## config.mk

```make
export PLATFORM = sky130hd
export DESIGN_NAME = skullfet_inverter_tester
export DESIGN_NICKNAME = d
export VERILOG_FILES = /design/src/rtl/skullfet_inverter_tester.sv
export SDC_FILE = /design/constraint.sdc
export NUM_CORES = 1
export LEC_CHECK = 0
export BUFFER_PORTS_ARGS = -buffer_cell sky130_fd_sc_hd__buf_4
export CAP_MARGIN = 15
export CORE_MARGIN = 1.5
export CORE_UTILIZATION = 45
export DETAILED_ROUTE_END_ITERATION = 7
export PLACE_DENSITY = 0.66
export SYNTH_ARGS = -nofsm -noshare
export SYNTH_HDL_FRONTEND = slang
export SYNTH_SLANG_ARGS = --single-unit
```

## constraint.sdc

```tcl
create_clock -name wb_clk_i -period 5.1 [get_ports wb_clk_i]
set_clock_uncertainty 0.05 [all_clocks]
set_input_delay 1.02 -clock wb_clk_i [delete_from_list [all_inputs] [get_ports wb_clk_i]]
set_output_delay 1.02 -clock wb_clk_i [all_outputs]
set_load 0.03 [all_outputs]
```

## src/rtl/skullfet_inverter_tester.sv

```systemverilog
// rtl/skullfet_inverter_tester.sv - self-test sequencer for SkullFET inverter cells
// Steps a vector onto the inverter array, waits for settle, checks Y == ~A and keeps statistics.
module skullfet_inverter_tester #(
  parameter int NUM_INV  = 2,
  parameter int CNT_W    = 16,
  parameter int SETTLE_W = 8
) (
  input  logic                wb_clk_i,
  input  logic                wb_rst_i,
  input  logic                start,
  input  logic                abort,
  input  logic [CNT_W-1:0]    cfg_iters,
  input  logic [SETTLE_W-1:0] cfg_settle,
  output logic [NUM_INV-1:0]  inv_a,
  input  logic [NUM_INV-1:0]  inv_y,
  output logic                busy,
  output logic                done,
  output logic                pass,
  output logic [CNT_W-1:0]    err_count,
  output logic [CNT_W-1:0]    iter_count,
  output logic [NUM_INV-1:0]  first_fail,
  output logic [NUM_INV-1:0]  fail_mask
);

  localparam int WAIT_W = SETTLE_W + 1;

  typedef enum logic [2:0] {
    IDLE   = 3'd0,
    DRIVE  = 3'd1,
    SETTLE = 3'd2,
    SAMPLE = 3'd3,
    DONE   = 3'd4
  } state_t;

  state_t              state_q, state_d;
  logic                start_q;
  logic [NUM_INV-1:0]  y_meta_q, y_sync_q;
  logic [CNT_W-1:0]    iters_q, iters_d;
  logic [SETTLE_W-1:0] settle_q, settle_d;
  logic [NUM_INV-1:0]  vec_q, vec_d;
  logic [WAIT_W-1:0]   wait_q, wait_d;
  logic [NUM_INV-1:0]  inv_a_q, inv_a_d;
  logic                busy_q, busy_d;
  logic                done_q, done_d;
  logic                pass_q, pass_d;
  logic                aborted_q, aborted_d;
  logic [CNT_W-1:0]    err_q, err_d;
  logic [CNT_W-1:0]    iter_q, iter_d;
  logic [NUM_INV-1:0]  first_fail_q, first_fail_d;
  logic [NUM_INV-1:0]  fail_mask_q, fail_mask_d;

  logic                start_rise;
  logic [NUM_INV-1:0]  mism;
  logic [CNT_W-1:0]    iter_inc;

  assign start_rise = start & ~start_q;
  assign mism       = y_sync_q ^ ~inv_a_q;
  assign iter_inc   = iter_q + CNT_W'(1);

  always_comb begin
    state_d      = state_q;
    iters_d      = iters_q;
    settle_d     = settle_q;
    vec_d        = vec_q;
    wait_d       = wait_q;
    inv_a_d      = inv_a_q;
    busy_d       = busy_q;
    done_d       = 1'b0;
    pass_d       = pass_q;
    aborted_d    = aborted_q;
    err_d        = err_q;
    iter_d       = iter_q;
    first_fail_d = first_fail_q;
    fail_mask_d  = fail_mask_q;

    case (state_q)
      IDLE: begin
        if (start_rise && !abort) begin
          iters_d      = cfg_iters;
          settle_d     = cfg_settle;
          err_d        = '0;
          iter_d       = '0;
          first_fail_d = '0;
          fail_mask_d  = '0;
          pass_d       = 1'b0;
          aborted_d    = 1'b0;
          busy_d       = 1'b1;
          vec_d        = '0;
          state_d      = (cfg_iters == '0) ? DONE : DRIVE;
        end
      end
      DRIVE: begin
        // The +2 accounts for the two synchroniser stages on inv_y.
        inv_a_d = vec_q;
        wait_d  = {1'b0, settle_q} + WAIT_W'(2);
        state_d = SETTLE;
      end
      SETTLE: begin
        wait_d = wait_q - WAIT_W'(1);
        if (wait_q <= WAIT_W'(1)) state_d = SAMPLE;
      end
      SAMPLE: begin
        if (mism != '0) begin
          if (err_q != '1) err_d = err_q + CNT_W'(1);
          fail_mask_d = fail_mask_q | mism;
          if (err_q == '0) first_fail_d = inv_a_q;
        end
        iter_d  = iter_inc;
        vec_d   = vec_q + NUM_INV'(1);
        state_d = (iter_inc == iters_q) ? DONE : DRIVE;
      end
      DONE: begin
        done_d  = 1'b1;
        busy_d  = 1'b0;
        pass_d  = (err_q == '0) && !aborted_q && !abort;
        state_d = IDLE;
      end
      default: state_d = IDLE;
    endcase

    // Abort overrides sequencing but lets a coincident SAMPLE update land.
    if (abort && state_q != IDLE && state_q != DONE) begin
      state_d   = DONE;
      aborted_d = 1'b1;
    end
  end

  always_ff @(posedge wb_clk_i) begin
    if (wb_rst_i) begin
      state_q      <= IDLE;
      start_q      <= 1'b0;
      y_meta_q     <= '0;
      y_sync_q     <= '0;
      iters_q      <= '0;
      settle_q     <= '0;
      vec_q        <= '0;
      wait_q       <= '0;
      inv_a_q      <= '0;
      busy_q       <= 1'b0;
      done_q       <= 1'b0;
      pass_q       <= 1'b0;
      aborted_q    <= 1'b0;
      err_q        <= '0;
      iter_q       <= '0;
      first_fail_q <= '0;
      fail_mask_q  <= '0;
    end else begin
      state_q      <= state_d;
      start_q      <= start;
      y_meta_q     <= inv_y;
      y_sync_q     <= y_meta_q;
      iters_q      <= iters_d;
      settle_q     <= settle_d;
      vec_q        <= vec_d;
      wait_q       <= wait_d;
      inv_a_q      <= inv_a_d;
      busy_q       <= busy_d;
      done_q       <= done_d;
      pass_q       <= pass_d;
      aborted_q    <= aborted_d;
      err_q        <= err_d;
      iter_q       <= iter_d;
      first_fail_q <= first_fail_d;
      fail_mask_q  <= fail_mask_d;
    end
  end

  assign inv_a      = inv_a_q;
  assign busy       = busy_q;
  assign done       = done_q;
  assign pass       = pass_q;
  assign err_count  = err_q;
  assign iter_count = iter_q;
  assign first_fail = first_fail_q;
  assign fail_mask  = fail_mask_q;

endmodule

```

======== Word level (Yosys, flattened, before mapping) ========
Cells that the tools add are included.
storage, ports and cells
  bits in registers ....................... 85
  bits of input ports ..................... 30
  output and inout bits ................... 41
  logic and storage cells ................. 96
cells by class
  $add $sub $neg .......................... 5
  order comparisons ....................... 1
  eq/ne operators ......................... 14
  muxes and demuxes ....................... 26
  bitwise operators ....................... 5
  reduce and logical (&&, ||, !) cells .... 27
operators with widths
  operator                                                                           count
  16-bit one-hot mux with 2 select lines                                             2
  16-bit two-way mux                                                                 3
  16-bit by 1-bit adder with 16-bit output (second input constant)                   2
  16-bit logical NOT                                                                 2
  9-bit one-hot mux with 2 select lines                                              1
  16-bit equality test                                                               1
  16-bit != test (second input constant)                                             1
  3-bit two-way mux                                                                  5
  2-bit one-hot mux with 2 select lines                                              3
  3-bit one-hot mux with 4 select lines                                              1
  2-bit AND reduction                                                                6
  2-bit nonzero test                                                                 6
  2-bit != test (second input constant)                                              5
  8-bit by 2-bit adder with 9-bit output (second input constant)                     1
  9-bit by 1-bit less-or-equal comparator with 1-bit output (second input constant)  1
  3-bit != test (second input constant)                                              3
  9-bit by 1-bit subtractor with 9-bit output (second input constant)                1
  2-bit two-way mux                                                                  4
  4-bit AND reduction                                                                2
  3-bit by 2-bit equality test with 1-bit output (second input constant)             2
  1-bit logical AND                                                                  5
  1-bit two-way mux                                                                  5
  1-bit one-hot mux with 2 select lines                                              2
  3-bit by 1-bit equality test with 1-bit output (second input constant)             1
  other kinds (12)                                                                   13

======== Logic depth before layout (Yosys ltp) ========
Gate-level depths: netlist (run 1).
  word-level depth ........................ 6
  mapped depth ............................ 8
  gate-level depth less buffers ........... 8

======== Worst setup path after synthesis (run 1) ========
No wires, ideal clock.
  path kind ............................... input port to flip-flop
  from .................................... in abort
  to ...................................... reg err_q[15], in the netlist err_count[15]
  arrival time ............................ 2.192 ns
  path slack .............................. 2.741 ns
  stages .................................. 6
  path through ............................ nor4b_2 > nand2_2 > a221oi_4 > nand3_1 > xor2_1 > nor2_1
between the ends
  word-level cells in the longest chain between the ends .. 4
ends and longest elaborated chain
  element                               RTL line  text
  from (decl)                           11        input logic abort,
  1-bit logical NOT                     78        if (start_rise && !abort) begin
  1-bit logical AND                     78
  2-bit != test (no source line)        n/a
  4-bit AND reduction (no source line)  n/a
  to (signal assigned)                  161       err_q <= err_d;
  to (decl)                             47        logic [CNT_W-1:0] err_q, err_d;
No other way between the ends.
A chain may end at the register's enable or synchronous reset.

======== Worst setup path in the final report (run 1) ========
  from .................................... reg state_q[1]
  to ...................................... reg err_q[4], in the netlist err_count[4]
between the ends
  word-level cells in the longest chain between the ends .. 3
  elaborated cells between the ends (all ways) .. 8
  those cells by class .................... eq/ne (4); mux (1); reduce/logical (3)
ends and longest elaborated chain
  element                                                                              RTL line  text
  from (decl)                                                                          35        state_t state_q, state_d;
  from (signal assigned)                                                               148       state_q <= state_d;
  3-bit by 2-bit equality test with 1-bit output or 3-bit logical NOT (tied branches)  76        case (state_q)
  2-bit != test (no source line) or 2-bit nonzero test (tied branches)                 n/a
  4-bit AND reduction (no source line)                                                 n/a
Parallel ways exist; a longest one is shown, timed or not.

==> results of run 1 <==
==> routing by layer <==
layer / GRT usage [%] / wire (µm) / up-vias
met5: 0 / 0 / -
met4: 6.85 / 129 / 0
met3: 3.21 / 584 / 10
met2: 33.9 / 4860 / 111
met1: 30.3 / 5110 / 1889
li1: - / - / 2075
==> layout make-up <==
type / instances / area (µm²)
fillers: 927 / 4200
multi-input cells: 437 / 2550
flip-flops and latches: 85 / 1700
repair buffers: 70 / 526
well taps: 129 / 161
clock buffers: 10 / 138
clock inverters: 6 / 70.1
inverters: 8 / 30.0
==> cell usage after synthesis (2+ instances only) <==
master     count  share of area, %
buf_2         12               1.4
nand3_1       22               2.5
nor3_1        10               1.1
inv_1          8              0.68
or2_2          2              0.28
nor2b_1        8               1.1
nor3_2         2              0.45
a2111oi_0      2              0.40
nor4_4         2              0.96
nor4_1        13               1.8
a21oi_1       53               6.0
and2_0         2              0.28
clkbuf_1      18               1.5
nand2_1       91               7.7
xnor2_1       20               4.0
nor4b_1        2              0.40
and4_1         4              0.79
a311oi_1       3              0.59
or3_1          5              0.71
xor2_1        19               3.8
nor3b_1        2              0.34
and3_1         4              0.57
a221oi_1       2              0.40
ha_1           6               1.7
o21ai_0       20               2.3
a31oi_1       12               1.7
and2_1         2              0.28
nor2_1        70               5.9
a21boi_0       2              0.34
a22oi_1        2              0.34
nand2b_1       8               1.1
dfxtp_1       85                38
o211ai_1       4              0.68
and3b_1        2              0.40
nand4_1       11               1.6
==> cells by family (layout without fill, tap and decap cells) <==
family	count (synthesis)	count (layout)	synth area share, %
AOI/OAI and AO/OA	119	119	17.3
xor gates and xnor gates	39	39	7.73
adders and majority gates	6	6	1.70
buffers and inverters	40	94	3.82
DFF	85	85	38.5
and+or+nand+nor	273	273	31.0
==> report_power, final <==
group	internal [W]	switching [W]
Clock	0.000243	0.000251
Combinational	0.0000588	0.0000873
Sequential	0.000683	0.0000201
==> worst max-delay path by stage <==
stage                          start       endpoint  slack (ns)  cells past startpoint
after global placement         abort  iter_count[7]        1.98                      7
after global routing      state_q[1]   err_count[4]        1.97                      6
after detailed placement       abort  iter_count[7]        1.94                      7
after floorplan                abort  err_count[15]        2.74                      6
after CTS                 state_q[1]   err_count[4]        2.26                      6
final                     state_q[1]   err_count[4]        2.30                      6
==> stage by stage <==
stage	setup WS, ns	power [W]	instance area [µm²]
floorplan	2.74	0.000818	4420
global placement	1.98	0.000861	4970
detailed placement	1.94	0.000864	4970
CTS	2.26	0.00135	5180
global route	1.97	0.00141	5180
finish	2.30	0.00134	5180
==> registers in the layout, summed over array words and instances, names as in the netlist <==
signal / flops
err_count: 16
iter_count: 16
iters_q: 16
wait_q: 9
settle_q: 8
state_q: 3
fail_mask: 2
first_fail: 2
inv_a: 2
vec_q: 2
y_meta_q: 2
y_sync_q: 2
aborted_q: 1
busy: 1
done: 1
pass: 1
start_q: 1
==> worst max-delay path: stages (launching register included) <==
cell and delay [ns]:
dfxtp_1 0.63, nand3b_1 0.76, nor4_4 0.66, a22oi_2 0.19
nand4_1 0.17, xor2_1 0.16, nor2_1 0.05
==> results.md, run 1 <==
- Startpoint Class: flip-flop
- Max clock buf depth: 2
- Max Fclk: around 360 MHz
- Commonest non-fill, non-tap cell in the layout: nand2_1
- Final Util: 55.2%
- WHS: between 0.4 and 0.5 ns
- Worst Hold Endpoint: y_sync_q[0]
- Nets: 647
- Synth-to-layout area growth: 17.1%
- Crit Path Max Fanout: 21
- Crit path capture type: flip-flop
- Post-synthesis sequential area ratio: 38.5%
- CTS root buf: clkbuf_8
- Hold path cells: 1
- Syn Inst Count: roughly 560
- Flop-to-flop setup slack: approximately 2.3 ns
- Post-synth EDFFs: 0
- Initial Utilization: a little under half
- Ys async rst share: 0%
- Worst R2R Start: state_q[1]
- Netlist cell types: between 60 and 70
- Sum of negative setup slack: 0 ns
- Chip Height: around 100 µm
- Full die area: about 10000 µm²
- I/O pin cnt: between 70 and 80
- Maximum VDD drop: between 0.1 and 0.15 mV
- Total of max-cap violations: 0
- Drt initial violations: 273
- Layout Cells excl Fill: approximately 750
- Syn Area/Cell: 7.87 µm²
- Worst reg2reg path depth: 6
- Most frequent cells in the layout: nand2_1, dfxtp_1, nor2_1, buf_4, a21oi_1
- Ys Warns: 0
- Gpl congestion: 0.913
- Port Buffers: 70
- Arrival time at the worst endpoint: 2.96 ns
- Post-CTS Setup Bufs: 0
- PwrDens: 260 nW/µm²
- Worst Hold Class: flip-flop to flip-flop
- Worst skew pair latency: roughly 0.34 ns
- Drt total wl: 10.7 mm
- Core Region: approximately 9400 µm²
- Initial antenna violation count: 0
- Layout cells sized above 1: between 10% and 20%
- Worst hold start: y_meta_q[0]
- Gr usage total: between 20% and 30%
- Max H-tree Level: 3
- Status: completed
- LEAKAGE: roughly 1.9 nW
- Cell count after placement: about 730
- Vias/cell: approximately 5.5
- Final Slew Violations: 0
- Cts repair resizes: 0
- Critical path class: flip-flop to flip-flop
- RSZ-0062 raised after global routing: false
- GRT Residual Overflow: 0
- DRC: 0
- Worst path required time: about 5.3 ns
- Netlist Area Pre-Place: roughly 4400 µm²
- FF+latch count, synth: 85
- Die width: about 100 µm
- Hold Vio Cnt, Final: 0
- Min Tclk post-route: between 2 and 3 ns
- Least-Margin Pin Slew: 0.947 ns
- Worst-path clk slew: around 0.090 ns
- Hpwl dp: 7.59 mm
- Vias in the first global route: roughly 3.8k
- Post-CTS Hold Buffers: 0
- Row count: 35
- Antenna viol nets, final: 0
- Syn Nets: approximately 600
- Largest net degree at the start of global routing: 71
- Total vias in the final route: 4085
- Setup violators final: 0
- Reg2reg end: err_count[4]
- First-pass GRT wire length: between 15 and 20 mm
- Number of buffers created by CTS: 9
- Avg WL per Cell: around 14 µm
- CTS tree: done
- Detailed Routing Iterations Pass 1: 6
- ANT cells: 0
- Fin crit share: about 55%
- Clock sink total: 85
- Synth Flop Type: dfxtp_1
- Max-slew headroom: a little under two fifths
Note: power is estimated with default switching activity, not from simulation.
==> inputs of run 2 (changes only) <==
--- a/config.mk
+++ b/config.mk
@@ -5,12 +5,13 @@
 export SDC_FILE = /design/constraint.sdc
 export NUM_CORES = 1
 export LEC_CHECK = 0
+export ABC_AREA = 1
 export BUFFER_PORTS_ARGS = -buffer_cell sky130_fd_sc_hd__buf_4
 export CAP_MARGIN = 15
 export CORE_MARGIN = 1.5
 export CORE_UTILIZATION = 45
 export DETAILED_ROUTE_END_ITERATION = 7
-export PLACE_DENSITY = 0.66
+export PLACE_DENSITY = 0.68
 export SYNTH_ARGS = -nofsm -noshare
 export SYNTH_HDL_FRONTEND = slang
 export SYNTH_SLANG_ARGS = --single-unit
==> constraint.sdc (replaced) <==
create_clock -name wb_clk_i -period 2.5 [get_ports wb_clk_i]
set_clock_uncertainty 0.05 [all_clocks]
set_input_delay 0.5 -clock wb_clk_i [delete_from_list [all_inputs] [get_ports wb_clk_i]]
set_output_delay 0.5 -clock wb_clk_i [all_outputs]
set_load 0.03 [all_outputs]
==> run 2 against run 1 <==
Sequential share of layout area down 1.9 points. Routed wire length increased by 9.8%. First-iteration DRC count is 17% lower. Sequential power up 140%. Cell area up 6.2%.
==> results.md, run 2 <==
- Post-synth top area cell: dfxtp_1
- RSZ-0062 raised after global routing: false
- Final Slew Violations: 0 (unchanged)
- Syn Inst Count: 677 (+20%)
- Netlist Area Pre-Place: 4550 µm² (+2.9%)
- Top cells by area, synth: dfxtp_1, nand2_1, nor2_1, nand3_1, a21oi_1
- Worst reg2reg path depth: 14 (+8)
- Vias/cell: 5.21 (-5.0%)
- Worst-path clk slew: 0.08 ns (about the same)
- Crit path capture type: flip-flop
- Most frequent cell after synthesis: nand2_1
- CTS root buf: clkbuf_8
- Clock sink total: 85 (unchanged)
- Initial Utilization: 46.5% (-0.64 points)
- FF+latch count, synth: 85 (unchanged)
- Full die area: 10700 µm² (+2.8%)
- WHS: 0.302 ns (-0.0996 ns)
- DRC: 0 (unchanged)
- Post-synth top area share: 37.4% (-1.1 points)
- Post-CTS Setup Bufs: 0 (unchanged)
- Met1 Wirelength: 5.12 mm (+0.37%)
- Hpwl dp: 8.95 mm (+18%)
- Antenna viol nets, final: 0 (unchanged)
- Nets: 791 (+22%)
- Cts repair resizes: 0 (unchanged)
- Setup violators final: 0 (unchanged)
- Post-synthesis sequential area ratio: 37.4% (-1.1 points)
- Worst path required time: 2.71 ns (-2.55 ns)
- Total vias in the final route: 4653 (+14%)
- LEAKAGE: 2.33 nW (+23%)
- Max H-tree Level: 3 (unchanged)
- Worst R2R Start: iter_count[0]
- Reg2reg end: state_q[0]
- Syn Area/Cell: 6.72 µm² (-15%)
- Top cells by count, synth: nand2_1, nor2_1, dfxtp_1
- Worst Hold Endpoint: y_meta_q[1]
- PwrDens: 746 nW/µm² (+190%)
- Status: completed
- Chip Height: 104 µm (+1.4%)
- Commonest non-fill, non-tap cell in the layout: nand2_1
- Core Region: 9770 µm² (+4.3%)
- Most frequent cells in the layout: nand2_1, nor2_1, dfxtp_1, buf_4, inv_1
- Gpl congestion: 0.917 (+0.38%)
- Startpoint Class: flip-flop
- Fin crit share: 85.8% (+31 points)
- Worst hold start: inv_y[1]
- Final WS setup: 0.354 ns (-1.94 ns)
- Synth Flop Type: dfxtp_1
- Ys async rst share: 0% (unchanged)
- Sum of negative setup slack: 0 ns (unchanged)
- Row count: 36 (+2.9%)
- Initial antenna violation count: 0 (unchanged)
- Drt initial violations: 227 (-17%)
- Syn Nets: 713 (+19%)
- Least-Margin Pin Slew: 0.655 ns (-0.292 ns)
- Dpl ws: 0.368 ns (-1.57 ns)
- DR top layer: met4
- Port Buffers: 70 (unchanged)
- Max Fclk: 466 MHz (+31%)
- Detailed Routing Iterations Pass 1: 5 (-1)
- Die width: 104 µm (+1.4%)
- Min Tclk post-route: 2.15 ns (-0.658 ns)
- CTS tree: done
- Arrival time at the worst endpoint: 2.35 ns (-0.61 ns)
- Layout cells sized above 1: 16.8% (-0.041 points)
- Worst Hold Class: input pin to flip-flop
- Netlist cell types: 40 (-40%)
- Crit Path Max Fanout: 10 (-52%)
- ANT cells: 0 (unchanged)
- Maximum VDD drop: 0.448 mV (+250%)
- Met2 WL: 5.85 mm (+20%)
- Max clock buf depth: 2 (unchanged)
- Largest net degree at the start of global routing: 30 (-58%)
- Critical path class: flip-flop to flip-flop
- Flop-to-flop setup slack: 0.35 ns (-1.94 ns)
- Hold Vio Cnt, Final: 0 (unchanged)
- Vias in the first global route: 4321 (+15%)
- I/O pin cnt: 71 (unchanged)
- Hold path cells: 3 (+2)
- Ys Warns: 0 (unchanged)
- Max-slew headroom: 56.2% (+20 points)
- Post-CTS Hold Buffers: 0 (unchanged)
- Number of buffers created by CTS: 9 (unchanged)
- Metal3 WL: 516 µm (-12%)
- GRT Residual Overflow: 0 (unchanged)
- Gr usage total: 22.2% (+0.68 points)
- Post-synth EDFFs: 0 (unchanged)
- First-pass GRT wire length: 19.6 mm (+9.2%)
- Avg WL per Cell: 13.1 µm (-8.4%)
- Synth-to-layout area growth: 20.9%
- Total of max-cap violations: 0 (unchanged)
- Worst skew pair latency: 0.36 ns (+0.02 ns)
- Drt total wl: 11.7 mm (+9.8%)
## run 2: where the power goes
part           internal [W]  switching (W)  total (W)
Clock              0.000593       0.000498    0.00109
Sequential          0.00153       0.000150    0.00168
Combinational      0.000494       0.000838    0.00133
Total               0.00262        0.00149    0.00410
## run 2: cells by family (layout without fill, tap and decap cells)
logic type	after synthesis	after routing	share of synthesized area, %
compound gates	122	122	14.3
xor+xnor	17	17	3.58
fa+ha+maj	6	6	1.65
buf+inv	98	181	8.34
flops	85	85	37.4
simple gates	349	349	34.7
## run 2: layer usage
metal / global-route usage (%) / vias up
met2: 39.8 / 108
met1: 27.2 / 2141
met4: 7.84 / 0
met3: 2.96 / 20
li1: - / 2384
met5: 0 / -
## run 2: how the worst max path moves through the flow
| stage | startpoint | end | slack [ns] | cells after the start |
|---|---|---|---|---|
| 6_report | iter_count[0] | state_q[0] | 0.35 | 14 |
| 5_1_grt | iter_count[0] | state_q[0] | 0.10 | 14 |
| 4_1_cts | iter_count[0] | state_q[0] | 0.36 | 14 |
| 3_5_place_dp | iter_count[0] | state_q[0] | 0.37 | 14 |
| 3_3_place_gp | iter_count[0] | state_q[0] | 0.46 | 14 |
| 2_1_floorplan | iter_count[0] | state_q[2] | 0.40 | 15 |
## run 2: stage by stage
stage | instances | utilization (%) | instance area (µm²) | power (W)
after floorplan | 677 | - | 4550 | 0.00265
after global placement | 877 | 54.0 | 5270 | 0.00301
after detailed placement | 877 | 54.0 | 5270 | 0.00304
after CTS | 893 | 56.2 | 5500 | 0.00412
after global routing | 893 | 56.2 | 5500 | 0.00436
final | 893 | 56.2 | 5500 | 0.00410
## run 2: final cells by class
cell class / instances / area (µm²)
well taps: 133 / 166
repair buffers: 85 / 638
flip-flops and latches: 85 / 1700
inverters: 80 / 300
clock buffers: 11 / 141
fillers: 964 / 4280
clock inverters: 5 / 81.3
multi-input cells: 494 / 2470
## run 2: worst max-delay path, cell delays in order, from the launching register on
cell and delay (ns):
dfxtp_1 0.45, ha_1 0.22, nand2_1 0.10, nor2_2 0.33, nand2_1 0.15, nand3_1 0.10, nand2_1 0.06, nor2_2 0.09
nand3_1 0.08, nor2_1 0.14, nand3_1 0.09, nand2_1 0.06, nand2_1 0.05, nand2_1 0.05, nor2_1 0.04
